$ cat src/rtl/vscale_fetch_unit_pkg.sv
// Shared constants, types and helpers for the vscale instruction-fetch front end.
package vscale_fetch_unit_pkg;

    localparam int          VSCALE_XPR_LEN    = 32;
    localparam int          VSCALE_INST_WIDTH = 32;
    localparam int          FETCH_QDEPTH      = 4;
    localparam logic [31:0] RV_NOP            = 32'h0000_0013;

    typedef enum logic [0:0] {
        FETCH_RUN  = 1'b0,
        FETCH_HALT = 1'b1
    } fetch_state_e;

    function automatic logic pc_misaligned(input logic [1:0] pc_lsbs);
        return (pc_lsbs != 2'b00);
    endfunction

endpackage

$ cat src/rtl/vscale_fetch_unit_if.sv
// Instruction-memory read port: in-order request/response bus between fetch unit and imem.
interface vscale_fetch_unit_if
    import vscale_fetch_unit_pkg::*;
#(
    parameter int AW = VSCALE_XPR_LEN,
    parameter int DW = VSCALE_INST_WIDTH
);
    logic          req_valid;
    logic          req_ready;
    logic [AW-1:0] addr;
    logic          resp_valid;
    logic [DW-1:0] rdata;

    modport master (
        output req_valid,
        output addr,
        input  req_ready,
        input  resp_valid,
        input  rdata
    );

    modport slave (
        input  req_valid,
        input  addr,
        output req_ready,
        output resp_valid,
        output rdata
    );
endinterface

$ cat src/rtl/vscale_fetch_queue.sv
// Synchronous FIFO with flush; a flush may load one entry in the same cycle.
module vscale_fetch_queue #(
    parameter int WIDTH = 32,
    parameter int DEPTH = 4
) (
    input  logic                   clk,
    input  logic                   reset_n,
    input  logic                   i_flush,
    input  logic                   i_push,
    input  logic [WIDTH-1:0]       i_push_data,
    input  logic                   i_pop,
    output logic [WIDTH-1:0]       o_head,
    output logic [$clog2(DEPTH):0] o_count
);
    localparam int PW = $clog2(DEPTH);
    localparam int CW = PW + 1;

    logic [WIDTH-1:0] r_mem [DEPTH];
    logic [PW-1:0]    r_wptr;
    logic [PW-1:0]    r_rptr;
    logic [CW-1:0]    r_count;
    logic             w_do_pop;
    logic             w_do_push;

    // push at full is legal only when the head leaves in the same cycle
    assign w_do_pop  = i_pop && (r_count != {CW{1'b0}});
    assign w_do_push = i_push && ((r_count != CW'(DEPTH)) || w_do_pop);

    // Pointer and occupancy bookkeeping
    always_ff @(posedge clk or negedge reset_n) begin
        if (!reset_n) begin
            r_wptr  <= {PW{1'b0}};
            r_rptr  <= {PW{1'b0}};
            r_count <= {CW{1'b0}};
        end else if (i_flush) begin
            r_rptr  <= {PW{1'b0}};
            r_wptr  <= i_push ? PW'(1) : {PW{1'b0}};
            r_count <= i_push ? CW'(1) : {CW{1'b0}};
        end else begin
            if (w_do_push) r_wptr <= r_wptr + PW'(1);
            if (w_do_pop)  r_rptr <= r_rptr + PW'(1);
            r_count <= r_count + CW'(w_do_push) - CW'(w_do_pop);
        end
    end

    // Entry storage
    always_ff @(posedge clk or negedge reset_n) begin
        if (!reset_n) begin
            for (int i = 0; i < DEPTH; i++) r_mem[i] <= {WIDTH{1'b0}};
        end else if (i_flush) begin
            if (i_push) r_mem[0] <= i_push_data;
        end else if (w_do_push) begin
            r_mem[r_wptr] <= i_push_data;
        end
    end

    assign o_head  = r_mem[r_rptr];
    assign o_count = r_count;

endmodule

$ cat src/rtl/vscale_fetch_unit.sv
// Instruction-fetch front end: issues imem reads, buffers responses, squashes stale ones on redirect.
// Optional macro VSCALE_FETCH_MISALIGN_TRAP_EN: misaligned redirects produce a fault marker and halt fetch.
module vscale_fetch_unit
    import vscale_fetch_unit_pkg::*;
#(
    parameter int QDEPTH  = FETCH_QDEPTH,
    parameter int XPR_LEN = VSCALE_XPR_LEN
) (
    input  logic                         clk,
    input  logic                         reset_n,
    input  logic [XPR_LEN-1:0]           reset_vector,
    input  logic                         redirect,
    input  logic [XPR_LEN-1:0]           redirect_pc,
    vscale_fetch_unit_if.master          imem,
    output logic                         inst_valid_IF,
    output logic [XPR_LEN-1:0]           PC_IF,
    output logic [VSCALE_INST_WIDTH-1:0] inst_IF,
    input  logic                         stall_IF,
    output logic                         fetch_fault_IF
);
    localparam int                 CW       = $clog2(QDEPTH) + 1;
    localparam int                 EW       = 1 + XPR_LEN + VSCALE_INST_WIDTH;
    localparam logic [CW-1:0]      QDEPTH_C = CW'(QDEPTH);
    localparam logic [XPR_LEN-1:0] PC_STEP  = XPR_LEN'(4);
    localparam logic [XPR_LEN-1:0] LSB_MASK = ~(XPR_LEN'(3));
`ifdef VSCALE_FETCH_MISALIGN_TRAP_EN
    localparam logic               FAULT_EN = 1'b1;
`else
    localparam logic               FAULT_EN = 1'b0;
`endif

    fetch_state_e       r_state;
    logic               r_started;
    logic [XPR_LEN-1:0] r_fetch_pc;
    logic [CW-1:0]      r_outstanding;
    logic [CW-1:0]      r_drop;

    logic [XPR_LEN-1:0] w_fetch_pc;
    logic [XPR_LEN-1:0] w_redirect_pc;
    logic               w_misalign;
    logic [CW-1:0]      w_data_count;
    logic [CW-1:0]      w_tag_count;
    logic [CW-1:0]      w_inflight;
    logic [CW-1:0]      w_out_next;
    logic               w_req_valid;
    logic               w_accept;
    logic               w_resp_keep;
    logic               w_tag_pop;
    logic               w_data_push;
    logic               w_data_pop;
    logic [EW-1:0]      w_data_in;
    logic [EW-1:0]      w_head;
    logic [XPR_LEN-1:0] w_tag_head;

    // reset_vector is used directly until the first accept/redirect moves the PC register
    assign w_fetch_pc    = r_started ? r_fetch_pc : reset_vector;
    assign w_redirect_pc = FAULT_EN ? redirect_pc : (redirect_pc & LSB_MASK);
    assign w_misalign    = FAULT_EN & redirect & pc_misaligned(redirect_pc[1:0]);

    // outstanding includes squashed fetches, so the cap also bounds drop
    assign w_inflight  = r_outstanding + w_data_count;
    assign w_req_valid = reset_n && (r_state == FETCH_RUN) && !redirect && (w_inflight < QDEPTH_C);
    assign w_accept    = w_req_valid && imem.req_ready;
    assign w_resp_keep = imem.resp_valid && (r_drop == {CW{1'b0}});
    assign w_tag_pop   = w_resp_keep && (w_tag_count != {CW{1'b0}});
    assign w_out_next  = r_outstanding + CW'(w_accept) - CW'(imem.resp_valid);

    assign w_data_push = redirect ? w_misalign : w_resp_keep;
    assign w_data_in   = redirect ? {1'b1, w_redirect_pc, RV_NOP} : {1'b0, w_tag_head, imem.rdata};
    assign w_data_pop  = inst_valid_IF && !stall_IF;

    vscale_fetch_queue #(.WIDTH(EW), .DEPTH(QDEPTH)) u_data_q (
        .clk         (clk),
        .reset_n     (reset_n),
        .i_flush     (redirect),
        .i_push      (w_data_push),
        .i_push_data (w_data_in),
        .i_pop       (w_data_pop),
        .o_head      (w_head),
        .o_count     (w_data_count)
    );

    vscale_fetch_queue #(.WIDTH(XPR_LEN), .DEPTH(QDEPTH)) u_tag_q (
        .clk         (clk),
        .reset_n     (reset_n),
        .i_flush     (redirect),
        .i_push      (w_accept),
        .i_push_data (w_fetch_pc),
        .i_pop       (w_tag_pop),
        .o_head      (w_tag_head),
        .o_count     (w_tag_count)
    );

    // Fetch sequencer: PC, run/halt state, in-flight and squash counters
    always_ff @(posedge clk or negedge reset_n) begin
        if (!reset_n) begin
            r_state       <= FETCH_RUN;
            r_started     <= 1'b0;
            r_fetch_pc    <= {XPR_LEN{1'b0}};
            r_outstanding <= {CW{1'b0}};
            r_drop        <= {CW{1'b0}};
        end else begin
            r_outstanding <= w_out_next;
            if (redirect) begin
                r_fetch_pc <= w_redirect_pc;
                r_started  <= 1'b1;
                r_drop     <= w_out_next;
                r_state    <= w_misalign ? FETCH_HALT : FETCH_RUN;
            end else begin
                if (w_accept) begin
                    r_fetch_pc <= w_fetch_pc + PC_STEP;
                    r_started  <= 1'b1;
                end
                if (imem.resp_valid && (r_drop != {CW{1'b0}})) begin
                    r_drop <= r_drop - CW'(1);
                end
            end
        end
    end

    assign imem.req_valid = w_req_valid;
    assign imem.addr      = w_fetch_pc;
    assign inst_valid_IF  = (w_data_count != {CW{1'b0}});
    assign PC_IF          = inst_valid_IF ? w_head[EW-2 -: XPR_LEN] : w_fetch_pc;
    assign inst_IF        = inst_valid_IF ? w_head[VSCALE_INST_WIDTH-1:0] : RV_NOP;
    assign fetch_fault_IF = FAULT_EN & inst_valid_IF & w_head[EW-1];

endmodule
$ cat src/flat_wrapper.sv
// flat-port wrapper written by rule: the top's interface ports become plain ports
module vscale_fetch_unit_flat import vscale_fetch_unit_pkg::*;
#(
    parameter int QDEPTH  = FETCH_QDEPTH,
    parameter int XPR_LEN = VSCALE_XPR_LEN
)
  (clk, reset_n, reset_vector, redirect, redirect_pc, inst_valid_IF, PC_IF, inst_IF, stall_IF, fetch_fault_IF, imem_req_valid, imem_addr, imem_req_ready, imem_resp_valid, imem_rdata);
  vscale_fetch_unit_if imem_i ();
  input  logic clk;
  input  logic reset_n;
  input  logic [XPR_LEN-1:0] reset_vector;
  input  logic redirect;
  input  logic [XPR_LEN-1:0] redirect_pc;
  output logic inst_valid_IF;
  output logic [XPR_LEN-1:0] PC_IF;
  output logic [VSCALE_INST_WIDTH-1:0] inst_IF;
  input  logic stall_IF;
  output logic fetch_fault_IF;
  output wire logic [$bits(imem_i.req_valid)-1:0] imem_req_valid;
  output wire logic [$bits(imem_i.addr)-1:0] imem_addr;
  input wire logic [$bits(imem_i.req_ready)-1:0] imem_req_ready;
  input wire logic [$bits(imem_i.resp_valid)-1:0] imem_resp_valid;
  input wire logic [$bits(imem_i.rdata)-1:0] imem_rdata;
  assign imem_req_valid = imem_i.req_valid;
  assign imem_addr = imem_i.addr;
  assign imem_i.req_ready = imem_req_ready;
  assign imem_i.resp_valid = imem_resp_valid;
  assign imem_i.rdata = imem_rdata;
  vscale_fetch_unit #(.QDEPTH(QDEPTH), .XPR_LEN(XPR_LEN)) u_core (.clk(clk), .reset_n(reset_n), .reset_vector(reset_vector), .redirect(redirect), .redirect_pc(redirect_pc), .imem(imem_i), .inst_valid_IF(inst_valid_IF), .PC_IF(PC_IF), .inst_IF(inst_IF), .stall_IF(stall_IF), .fetch_fault_IF(fetch_fault_IF));
endmodule
$ cat config.mk
export PLATFORM = sky130hd
export DESIGN_NAME = vscale_fetch_unit_flat
export DESIGN_NICKNAME = d
export VERILOG_FILES = /design/src/rtl/vscale_fetch_unit_pkg.sv /design/src/rtl/vscale_fetch_unit_if.sv /design/src/rtl/vscale_fetch_queue.sv /design/src/rtl/vscale_fetch_unit.sv /design/src/flat_wrapper.sv
export SDC_FILE = /design/constraint.sdc
export NUM_CORES = 1
export LEC_CHECK = 0
export BUFFER_PORTS_ARGS = -buffer_cell sky130_fd_sc_hd__clkbuf_2
export CAP_MARGIN = 20
export CORE_UTILIZATION = 40
export CTS_CLUSTER_SIZE = 12
export DETAILED_ROUTE_END_ITERATION = 7
export PLACE_DENSITY_LB_ADDON = 0.12
export REMOVE_ABC_BUFFERS = 1
export SETUP_SLACK_MARGIN = 0.4
export SYNTH_ARGS = -nofsm -noshare
export SYNTH_HDL_FRONTEND = slang
export SYNTH_HIERARCHICAL = 1
export SYNTH_SLANG_ARGS = --single-unit
$ cat constraint.sdc
create_clock -name clk -period 4.75 [get_ports clk]
set_input_delay 0.2375 -clock clk [delete_from_list [all_inputs] [get_ports clk]]
set_output_delay 0.2375 -clock clk [all_outputs]
set_load 0.02 [all_outputs]
---- Word-level counts from Yosys, hierarchy flattened ----
Index checks and enable logic that the tools add are counted.
cells by class
  add/subtract/negate cells ............... 13
  $lt $le $gt $ge ......................... 7
  eq/ne operators ......................... 4
  muxes and demuxes ....................... 43
  bitwise operators ....................... 5
  reduce and logical (&&, ||, !) cells .... 31
operator list
  cell                                                              count
  32-bit two-way mux                                                10
  260-bit bitwise mux                                               1
  260-bit two-way mux                                               1
  65-bit two-way mux                                                4
  65-bit binary-select mux with 2-bit select                        1
  65-bit demux with 2-bit select                                    1
  128-bit bitwise mux                                               1
  128-bit two-way mux                                               1
  64-bit two-way mux                                                2
  32-bit binary-select mux with 2-bit select                        1
  32-bit demux with 2-bit select                                    1
  32-bit by 3-bit adder with 32-bit output (second input constant)  1
  2-bit two-way mux                                                 8
  1-bit logical AND                                                 13
  3-bit >= comparator (second input constant)                       4
  3-bit two-way mux                                                 4
  2-bit inverter with 3-bit output                                  4
  2-bit nonzero test                                                6
  3-bit by 1-bit adder with 3-bit output                            3
  3-bit nonzero test                                                3
  3-bit by 1-bit subtractor with 3-bit output                       3
  2-bit by 1-bit adder with 2-bit output (second input constant)    4
  2-bit AND reduction                                               4
  1-bit two-way mux                                                 7
  other kinds (10)                                                  15
word-level totals
  register bits ........................... 441
  output and inout port bits .............. 99

---- Depth between registers and ports, before layout ----
Gate-level depths: netlist of the first run.
  depth in word-level cells ............... 9
  mapped depth ............................ 15
  mapped depth without buffers ............ 14

---- Modules after synthesis ----
The synthesis of the first run kept the hierarchy.
modules (own cells, without submodules)
  module                                times used  cells each  area each (um2)  seq. area each (um2)
  vscale_fetch_queue (u_core.u_data_q)  1           675         11965.2          6681.4
  vscale_fetch_queue (u_core.u_tag_q)   1           358         6595.1           3378.2
  vscale_fetch_unit                     1           557         4180.3           975.9

---- Worst setup path before layout of the first run ----
OpenSTA, ideal clock, no wires.
  path kind ............................... reg2reg
  start point ............................. register u_core.u_data_q.r_count[2], in the netlist u_core/u_data_q/o_count[2]
  end point ............................... register u_core.u_data_q.r_count[2], in the netlist u_core/u_data_q/o_count[2]
  setup time .............................. 0.086 ns
  data arrival time ....................... 3.271 ns
  data required time ...................... 4.664 ns
  path slack .............................. 1.393 ns
  stages on the path, launching flop included .. 15
  buffers on the path ..................... 2
  clock period less this slack ............ 3.357 ns
  cells stage by stage .................... dfrtp_1 > nor3_1 > clkbuf_1 > nor2_1 > or4b_4 > buf_6 > nand2_1 > ha_1 > inv_1 > ha_1 > inv_1 > fa_1 > xor2_1 > and2_1 > nor3_1
between the ends
  cells in the longest elaborated chain, start to end .. 8
  elaborated cells between the ends (all ways) .. 9
RTL lines
  what                                             line                      RTL
  start: declaration                               vscale_fetch_queue.sv:21  logic [CW-1:0] r_count;
  start signal: assignment                         vscale_fetch_queue.sv:34  r_count <= {CW{1'b0}};
  start signal: assignment                         vscale_fetch_queue.sv:38  r_count <= i_push ? CW'(1) : {CW{1'b0}};
  start signal: assignment                         vscale_fetch_queue.sv:42  r_count <= r_count + CW'(w_do_push) - CW'(w_do_pop);
  3-bit nonzero test (*)                           vscale_fetch_unit.sv:123  assign inst_valid_IF = (w_data_count != {CW{1'b0}});
  1-bit logical AND (*)                            vscale_fetch_unit.sv:70   assign w_data_pop = inst_valid_IF && !stall_IF;
  named net u_core.w_data_pop                      vscale_fetch_unit.sv:50   logic w_data_pop;
  1-bit logical AND (*)                            vscale_fetch_queue.sv:26  assign w_do_pop = i_pop && (r_count != {CW{1'b0}});
  1-bit logical OR                                 vscale_fetch_queue.sv:27  assign w_do_push = i_push && ((r_count != CW'(DEPTH)) || w_do_pop);
  1-bit logical AND                                vscale_fetch_queue.sv:27
  3-bit by 1-bit adder with 3-bit output           vscale_fetch_queue.sv:42
  3-bit by 1-bit subtractor with 3-bit output (*)  vscale_fetch_queue.sv:42
  3-bit two-way mux (*)                            vscale_fetch_queue.sv:35  end else if (i_flush) begin
Mark *: on every way through the listed nets, which the timed path passes. The rest lies on a longest branch.
A chain may end at the register's enable or synchronous reset.

---- Worst setup path in the final report of the first run ----
  start point ............................. register u_core.u_data_q.r_count[1], in the netlist u_core/u_data_q/o_count[1]
  end point ............................... register u_core/u_tag_q/r_mem[90] in the netlist's numbering
between the ends
  cells in the longest elaborated chain, start to end .. 6
RTL lines
  what                                  line                      RTL
  3-bit adder                           vscale_fetch_unit.sv:61   assign w_inflight = r_outstanding + w_data_count;
  3-bit less-than comparator            vscale_fetch_unit.sv:62   assign w_req_valid = reset_n && (r_state == FETCH_RUN) && !redirect && (w_inflight < QDEPTH_C);
  1-bit logical AND                     vscale_fetch_unit.sv:62
  1-bit logical AND                     vscale_fetch_unit.sv:63   assign w_accept = w_req_valid && imem.req_ready;
  named net u_core.w_accept             vscale_fetch_unit.sv:46   logic w_accept;
  1-bit logical AND                     vscale_fetch_queue.sv:27
  2-bit AND reduction (no source line)  --
  end signal: indexed assignment        vscale_fetch_queue.sv:53  r_mem[r_wptr] <= i_push_data;
  end: declaration                      vscale_fetch_queue.sv:18  logic [WIDTH-1:0] r_mem [DEPTH];
The timed path passes the listed nets, and every way through them passes these cells.

==> reports/metrics.yaml, run 1 <==
timing:
  max_freq_mhz: 270
  tightest_slew_ps: 963
  period_share_pct: 78.0
  worst_slack_ps: 1050
  slew_headroom_pct: 35.8
  clock_skew_ps: 20.1
  hold_viol_final: 0
  layout_min_cycle_time_ps: 3700
  slew_violations: 0
  tns_ps: 0
  worst_hold_slack_ps: 28.4
  setup-violations-final: 0
  rsz0062_at_grt: "false"
setup_path:
  path_cells: "ha_1 > a31oi_1 > xnor2_1 > or4_2 > clkinv_1 > nor2b_1 > and3_4 > mux2_1"
  critPathSlowestCell: "and3_4"
  path_class: "flop to flop"
  critPathMaxStageDelay_ps: 770
  crit_path_end_kind: "flop"
  required_ps: 5210
  crit_start: "u_core/u_data_q/o_count[1]$_DFF_PN0_"
  critPathBufInv: 1
  critical_path.top_delay_family: "simple AND/OR/NAND/NOR gates"
  path_max_fanout: 32
  r2r_start: "u_core/u_data_q/o_count[1]$_DFF_PN0_"
  cp-start-kind: "flop"
  cp.arrival_ps: 4160
clocking:
  cts_sinks: 437
  htreeDepth: 2
  cts_made_buffers: 50
  cts.clk_slew.worst_paths_ps: 60
  cts_setup_buffers: 0
  cts-hold-fix-buffers: 28
  cts_resized: 0
  cts-root-buf: "clkbuf_16"
  clockBufferDepth: 3
  clk_latency_ps: 580
  tritoncts: "yes"
routing:
  totalWireLength_um: 58500
  drc: 0
  routedWlPerCell_um: 22.8
  first_pass_iters: 4
  antenna_left: 0
  viasPerCell: 5.35
  drt_iter0_markers: 696
  num_vias: 13700
floorplanning:
  initial_core_util_pct: 40.7
  die_area_sq_um: 57400
  coreArea_sq_um: 55400
  fp-row-count: 86
  fp.dieW_um: 240
  fp.dieH_um: 240
  ios: 201
final_layout:
  nets: 1901
  final_cell_count_no_fill: 2567
  final_area_sq_um: 25900
  drive_gt1_share_pct: 45.7
  area_growth_pct: 14.8
  utilization_pct: 46.8
power:
  p_leak_nw: 12.3
  power_frac_clock_pct: 31.0
  swShare_pct: 31.8
  internal_power_mw: 8.69
  p_switching_mw: 4.06
  combPwrFrac_pct: 30.7
  p_total_mw: 12.8
  pwr_density_cell_nw_per_um2: 492
  power_frac_seq_pct: 38.3
  max-vdd-ir-drop_uv: 283
placement:
  gp_congestion: 0.794
  io_buffer_count: 197
  hpwl_um: 36600
  dp.cells: 2446
  pre_cts_ws_ps: 1040
  placed_area_sq_um: 23900
grt:
  grt_pass1_vias: 14800
  grtUsageTotal_pct: 20.8
  gr-total-overflow: 0
  antenna_found_initial: 1
  grt_max_degree: 70
  grt_pass1_wl_um: 90200
synthesis:
  avgSynthCellArea_sq_um: 14.3
  synth_cells: 1581
  synth_area_sq_um: 22600
  yosys_warnings: 6
status:
  status: "finished, final reports clean"
min_path:
  worstHoldStart: "reset_vector[0]"
  min_path_type: "input pin to flop"
job:
  cap_violations: 0
## flip-flops by register name (all words and copies together), names as in the netlist
signal and flops:
u_core/r_drop 3, u_core/u_data_q/r_rptr 2, u_core/u_tag_q/r_rptr 2, u_core/r_fetch_pc 32, u_core/r_started 1, u_core/u_tag_q/o_count 3
u_core/u_data_q/o_count 3, u_core/r_outstanding 3, u_core/u_data_q/r_mem 256, u_core/u_data_q/r_wptr 2, u_core/u_tag_q/r_wptr 2, u_core/u_tag_q/r_mem 128
## metal layers
layer  up-vias  wire [um]  GRT usage, %
li1       6113          -             -
met1      7331      26600          28.4
met2       216      28700          34.5
met3        68       2220          3.53
met4         2        882          4.64
met5         -         11             0
## area by class of cell
cell class / instances / area (sq um)
Fill cell: 4972 / 29500
Multi-Input combinational cell: 970 / 10500
Timing Repair Buffer: 253 / 1550
Sequential cell: 437 / 10900
Clock inverter: 16 / 161
Clock buffer: 76 / 1540
Tap cell: 748 / 936
Inverter: 66 / 248
Antenna cell: 1 / 2.50
## power groups by stage
stage | sequential (mW) | clock [mW] | combinational, mW
floorplan | 4.79 | 0 | 2.76
global placement | 4.91 | 0 | 3.87
detailed placement | 4.92 | 0 | 3.94
CTS | 4.88 | 4.07 | 3.97
global route | 4.97 | 4.24 | 4.22
finish | 4.88 | 3.95 | 3.92
## worst paths after layout
path | slack (ps) | to | depth (start not counted)
max | 1050 | u_core/u_tag_q/r_mem[90]$_DFFE_PN0P_ | 8
min | 30 | u_core/r_fetch_pc[0]$_DFFE_PN0P_ | 3
max reg2reg | 1050 | u_core/u_tag_q/r_mem[90]$_DFFE_PN0P_ | 8
min reg2reg | 490 | u_core/u_tag_q/r_mem[0]$_DFFE_PN0P_ | 1
max in group asynchronous | 2710 | u_core/u_data_q/r_mem[208]$_DFFE_PN0P_ | 4
min in group asynchronous | 150 | u_core/u_data_q/r_mem[62]$_DFFE_PN0P_ | 2
## tightest hold or removal path, stage by stage
cell      delay (ps)
clkbuf_2          80
mux2i_1           80
o21ai_0          160
## cells in the final DEF, fill, tap and decap left out, types with 6 or more instances in the layout
cell           count
ha_1              18
and3_4             6
o31ai_1            8
clkbuf_2         195
o21ai_0           39
nand2b_1           6
xor2_1             8
nand2_1           40
clkinv_2          11
inv_1             65
nand3b_1           8
nand4_1           10
mux2_1             6
xnor2_1           19
a21oi_1           32
o31a_1             8
dlygate4sd3_1     28
mux4_2            96
mux2_4           170
clkbuf_16         51
nor2_1            59
buf_4             24
nand3_1           14
nor3_1            14
clkbuf_1           8
a22oi_1           14
and2_1            34
nor2b_1           34
mux2i_1           32
dfrtp_1          432
clkbuf_8          17
mux2_2           232
(Power assumes the default switching activity.)
==> run 2: changes to the inputs <==
clock period = 3.7 ns   (was 4.75 ns; I/O delays follow)
==> run 2 against run 1 <==
Effect of this change:
- non-clock buffer count rose by 30
- largest cell class unchanged
- critical endpoint is now u_core/u_tag_q/o_count[2]$_DFF_PN0_
- setup slack got worse by 460 ps
- sequential cell count stayed put
- highest routed layer unchanged
- utilization is 0.84 points higher
- die area stayed put
- first-iteration DRC count increased by 14%
- design area is 1.8% higher
- critical path type unchanged
- register-to-register slack got worse by 460 ps
- clock skew shrank 6.9 ps
- via count is 1.3% higher
- sequential share of layout area shrank 0.74 points
==> reports/metrics.yaml, run 2 (synthesis gave the netlist of run 1 again) <==
status:
  status: "finished, final reports clean"
timing:
  slew_headroom_pct: 33.8  # -2.0 points
  hold_viol_final: 0  # unchanged
  worst_hold_slack_ps: 41.9  # +13.5 ps
  max_freq_mhz: 321  # +19%
  slew_violations: 0  # unchanged
  clock_skew_ps: 13.2  # -6.92 ps
  period_share_pct: 84.1  # +6.2 points
  setup-violations-final: 0  # unchanged
  layout_min_cycle_time_ps: 3110  # -590 ps
  tightest_slew_ps: 993  # +29.8 ps
  rsz0062_at_grt: "false"
clocking:
  cts.clk_slew.worst_paths_ps: 60  # about the same
  tritoncts: "yes"
  cts_sinks: 437  # unchanged
  cts_made_buffers: 50  # unchanged
  clockBufferDepth: 3  # unchanged
  cts-root-buf: "clkbuf_16"
  clk_latency_ps: 590  # about the same
  htreeDepth: 2  # unchanged
setup_path:
  critPathSlowestCell: "or4_4"
  cp-start-kind: "flop"
  path_cells: "ha_1 > a31oi_2 > xnor2_2 > or4_4 > clkinv_1 > nand2_1 > ha_1 > inv_1 > ha_1 > inv_1 > fa_1 > xor2_1 > and2_1 > nor3_1"
  required_ps: 4200  # -1010 ps
  reg2reg_slack_ps: 590  # -460 ps
  critPathMaxStageDelay_ps: 470  # -300 ps
  critical_path.top_delay_family: "adder cells"
  path_max_fanout: 6  # -81%
  critPathBufInv: 3  # +2
  crit_top_cell: "ha_1"
  worst_r2r_path_depth: 14  # +6
  path_class: "flop to flop"
  r2r_start: "u_core/u_data_q/o_count[1]$_DFF_PN0_"
  r2r-end: "u_core/u_tag_q/o_count[2]$_DFF_PN0_"
  crit_path_end_kind: "flop"
  cp.arrival_ps: 3610  # -550 ps
floorplanning:
  initial_core_util_pct: 40.7  # unchanged
  fp-row-count: 86  # unchanged
  die_area_sq_um: 57400  # unchanged
  coreArea_sq_um: 55400  # unchanged
  fp.dieH_um: 240  # unchanged
  ios: 201  # unchanged
  fp.dieW_um: 240  # unchanged
routing:
  totalWireLength_um: 59100  # +1.0%
  num_vias: 13900  # +1.3%
  antenna_left: 0  # unchanged
  routedWlPerCell_um: 22.8  # about the same
  viasPerCell: 5.36  # +0.24%
  drc: 0  # unchanged
  first_pass_iters: 6  # +2
  drt_iter0_markers: 794  # +14%
placement:
  gp_congestion: 0.798  # +0.52%
  dp.cells: 2466  # +0.82%
  hpwl_um: 37300  # +1.8%
  io_buffer_count: 197  # unchanged
final_layout:
  layout_commonest_cell: "dfrtp_1"
  drive_gt1_share_pct: 46.2  # +0.47 points
  nets: 1931  # +1.6%
  utilization_pct: 47.6  # +0.84 points
  final_cell_count_no_fill: 2594  # +1.1%
  layout_common_cells: "431 x dfrtp_1, 232 x mux2_2, 195 x clkbuf_2"
  largest_register: "u_core/u_data_q/r_mem"
  largest_register_ffs: 256  # unchanged
  area_growth_pct: 16.9
  largestRegisters: "u_core/u_data_q/r_mem (256), u_core/u_tag_q/r_mem (128), u_core/r_fetch_pc (32)"
grt:
  gr-total-overflow: 0  # unchanged
  grtUsageTotal_pct: 21.1  # +0.30 points
  grt_pass1_wl_um: 91600  # +1.6%
  grt_max_degree: 158  # +130%
  grt_pass1_vias: 14900  # +0.64%
  antenna_found_initial: 2  # +1
power:
  p_leak_nw: 12.5  # +1.7%
  max-vdd-ir-drop_uv: 364  # +29%
  pwr_density_cell_nw_per_um2: 628  # +28%
  p_total_mw: 16.6  # +30%
job:
  cap_violations: 0  # unchanged
min_path:
  min_path_type: "input pin to asynchronous set/reset pin"
## run 2: cell type report
class                      count  area [sq um]
timing repair buffer         283          1950
multi-input combinational    970         10600
inverter                      66           248
sequential                   437         10900
tap                          748           936
fill                        4935         29000
clock buffer                  77          1560
antenna                        1          2.50
clock inverter                12           188
## run 2: metal layers
metal  vias up  routed length (um)  track usage [%]
met1      7365               26600             29.0
li1       6179                   -                -
met4         2                1180             5.26
met2       276               28600             34.2
met3        86                2740             3.85
met5         -                   8                0
## run 2: worst max-delay path by stage
| stage | from | to | depth (start not counted) |
|---|---|---|---|
| floorplan | u_core/u_data_q/o_count[2]$_DFF_PN0_ | u_core/u_data_q/r_mem[0]$_DFFE_PN0P_ | 5 |
| global placement | u_core/u_data_q/o_count[1]$_DFF_PN0_ | u_core/u_tag_q/o_count[2]$_DFF_PN0_ | 14 |
| detailed placement | u_core/u_data_q/o_count[1]$_DFF_PN0_ | u_core/u_tag_q/r_mem[90]$_DFFE_PN0P_ | 10 |
| CTS | u_core/u_data_q/o_count[2]$_DFF_PN0_ | inst_IF[11] | 6 |
| global route | u_core/u_data_q/o_count[1]$_DFF_PN0_ | u_core/u_tag_q/o_count[2]$_DFF_PN0_ | 14 |
| finish | u_core/u_data_q/o_count[1]$_DFF_PN0_ | u_core/u_tag_q/o_count[2]$_DFF_PN0_ | 14 |
## run 2: stage by stage
stage | instance area (sq um) | TNS (ps) | setup WS (ps)
global route | 26400 | 0 | 403
CTS | 26300 | 0 | 485
detailed placement | 24200 | 0 | 345
floorplan | 21700 | -670530 | -2310
global placement | 24200 | 0 | 372
finish | 26400 | 0 | 587
## run 2: where the power goes
part           total, mW  internal [mW]  leakage (nW)  switching [mW]
clock               5.23           3.22         0.860            2.01
sequential          6.27           5.70          5.87           0.565
combinational       5.06           2.43          5.79            2.63
total               16.6           11.4          12.5            5.20
## run 2: what timing repair did
action                                 CTS  global route
pin swaps                                0             2
resized for setup                        2             4
hold buffers                            36             0
endpoints found under the hold margin   67             0
setup endpoints to repair               62            34
buffers inserted                         0             2
==> run 3: changes to the inputs <==
clock period = 3.1 ns   (was 3.7 ns; I/O delays follow)
==> run 3 against run 2 <==
Effect of this change:
- global-route usage rose by 0.81 points
- power rose by 22%
- wire length rose by 5.5%
- fmax rose by 8.8%
- sequential cell count did not move
- clock power rose by 12%
- hold slack got worse by 4.4 ps
- utilization rose by 1.7 points
- first-iteration DRC count rose by 5.4%
- non-clock buffer count rose by 53
- critical path type unchanged
- largest cell class unchanged
==> reports/metrics.yaml, run 3 (synthesis gave the netlist of run 1 again) <==
timing:
  worst_slack_ps: 239  # -348 ps
  max_freq_mhz: 349  # +8.8%
  tns_ps: 0  # unchanged
  slew_headroom_pct: 43.2  # +9.3 points
  rsz0062_at_grt: "true"
  worst_hold_slack_ps: 37.5  # -4.38 ps
  layout_min_cycle_time_ps: 2860  # -252 ps
  slew_violations: 0  # unchanged
  tightest_slew_ps: 852  # -140 ps
  clock_skew_ps: 14.9  # +1.68 ps
  period_share_pct: 92.3  # +8.2 points
  hold_viol_final: 0  # unchanged
  setup-violations-final: 0  # unchanged
status:
  status: "finished, final reports clean"
final_layout:
  nets: 1984  # +2.7%
  largest_register: "u_core/u_data_q/r_mem"
  largestRegisters: "u_core/u_data_q/r_mem (256), u_core/u_tag_q/r_mem (128), u_core/r_fetch_pc (32)"
  utilization_pct: 49.3  # +1.7 points
  layout_common_cells: "432 x dfrtp_1, 231 x mux2_2, 195 x clkbuf_2"
  area_growth_pct: 21.0
  largest_register_ffs: 256  # unchanged
  drive_gt1_share_pct: 49.0  # +2.8 points
  layout_commonest_cell: "dfrtp_1"
setup_path:
  path_max_fanout: 7  # +1
  worst_r2r_path_depth: 11  # -3
  critPathMaxStageDelay_ps: 490  # +20 ps
  critPathSlowestCell: "or4_4"
  path_class: "flop to flop"
  r2r_start: "u_core/r_outstanding[1]$_DFF_PN0_"
  cp.arrival_ps: 3330  # -280 ps
  crit_start: "u_core/r_outstanding[1]$_DFF_PN0_"
  r2r-end: "u_core/u_tag_q/r_mem[71]$_DFFE_PN0P_"
  crit_path_end_kind: "flop"
  path_cells: "ha_1 > a31oi_2 > xnor2_1 > or4_4 > clkinv_4 > buf_4 > buf_8 > nor2b_4 > and3_4 > clkbuf_16 > mux2_4"
  cp-start-kind: "flop"
  required_ps: 3570  # -630 ps
  reg2reg_slack_ps: 240  # -350 ps
  endpoint: "u_core/u_tag_q/r_mem[71]$_DFFE_PN0P_"
grt:
  grt_max_degree: 133  # -16%
  antenna_found_initial: 1  # -1
  grtUsageTotal_pct: 21.9  # +0.81 points
  grt_pass1_wl_um: 94800  # +3.5%
  grt_pass1_vias: 15200  # +2.1%
  gr-total-overflow: 0  # unchanged
routing:
  first_pass_iters: 5  # -1
  totalWireLength_um: 62300  # +5.5%
  drc: 0  # unchanged
  viasPerCell: 5.33  # -0.56%
  antenna_left: 0  # unchanged
  drt_iter0_markers: 837  # +5.4%
  num_vias: 14100  # +1.5%
  routedWlPerCell_um: 23.5  # +3.3%
floorplanning:
  coreArea_sq_um: 55400  # unchanged
  fp-row-count: 86  # unchanged
  die_area_sq_um: 57400  # unchanged
  initial_core_util_pct: 40.7  # unchanged
  fp.dieW_um: 240  # unchanged
  fp.dieH_um: 240  # unchanged
  ios: 201  # unchanged
job:
  cap_violations: 0  # unchanged
placement:
  pre_cts_ws_ps: -57.3  # -403 ps
  gp_congestion: 0.778  # -2.5%
  io_buffer_count: 197  # unchanged
  hpwl_um: 37800  # +1.5%
power:
  p_leak_nw: 12.8  # +2.7%
  max-vdd-ir-drop_uv: 407  # +12%
  pwr_density_cell_nw_per_um2: 738  # +18%
  p_total_mw: 20.2  # +22%
clocking:
  cts_made_buffers: 50  # unchanged
  tritoncts: "yes"
  cts.clk_slew.worst_paths_ps: 60  # about the same
  cts_sinks: 437  # unchanged
  clockBufferDepth: 3  # unchanged
  cts-root-buf: "clkbuf_16"
  htreeDepth: 2  # unchanged
  clk_latency_ps: 590  # about the same
min_path:
  min_path_type: "input pin to flop"
## run 3: changes by cell type in the layout (fill, tap and decap cells not counted), sizes merged
| cell | before | now |
|---|---|---|
| clkinv | 7 | 9 |
| buf | 52 | 97 |
| clkbuf | 272 | 282 |
| diode | 1 | 2 |
| bufinv | 5 | 1 |
| bufbuf | 0 | 1 |
## run 3: final cells by class
cell class                      count  area (sq um)
Tap cell                          748           936
Multi-Input combinational cell    970         10700
Clock buffer                       80          1540
Inverter                           66           255
Clock inverter                     10          77.6
Sequential cell                   437         10900
Antenna cell                        2          5.00
Timing Repair Buffer              336          2830
Fill cell                        4862         28100
## run 3: power breakdown
part           internal, mW  switching, mW  total (mW)
sequential             6.81          0.646        7.45
clock                  3.46           2.40        5.86
combinational          3.37           3.47        6.84
## run 3: through the flow
step,instances,cell area [sq um]
6_report,2649,27300
5_1_grt,2648,27300
4_1_cts,2631,26900
3_5_place_dp,2481,24400
3_3_place_gp,2481,24400
2_1_floorplan,1473,21700
## run 3: layer usage
metal | GRT usage [%] | up-vias | share of wire, %
met2 | 35.4 | 268 | 48
met1 | 30.4 | 7481 | 46
met3 | 3.81 | 80 | 3.7
met4 | 5.36 | 0 | 2.0
li1 | - | 6294 | -
met5 | 0 | - | 0
## run 3: worst min path at each step
stage / start / end / slack [ps] / cells after the start
after floorplan: reset_n / u_core/r_drop[0]$_DFFE_PN0P_ / -140 / 0
after global placement: reset_n / u_core/u_data_q/r_mem[191]$_DFFE_PN0P_ / 320 / 2
after detailed placement: reset_n / u_core/u_data_q/r_mem[256]$_DFFE_PN0P_ / 330 / 2
after CTS: reset_vector[17] / u_core/r_fetch_pc[19]$_DFFE_PN0P_ / 9 / 4
after global routing: reset_vector[13] / u_core/r_fetch_pc[13]$_DFFE_PN0P_ / 50 / 4
final: reset_vector[17] / u_core/r_fetch_pc[19]$_DFFE_PN0P_ / 40 / 4
## run 3: critical path: cells and delay by family (launching register included)
kind,cells,cell delay [ps]
AND/OR/NAND/NOR,3,990
buffers and inverters,4,500
flip-flops,1,380
adder cells (fa/ha/maj),1,310
multiplexers,1,290
AO/OA/AOI/OAI,1,150
XOR/XNOR,1,110
## run 3: repair_timing
item                       4_1_cts  5_1_grt
buffers inserted                19        9
setup endpoints to repair      209      185
hold endpoints to repair       200        0
cloned                           5        7
pin swaps                        7       11
resized for setup               42       37
hold buffers                    36        0
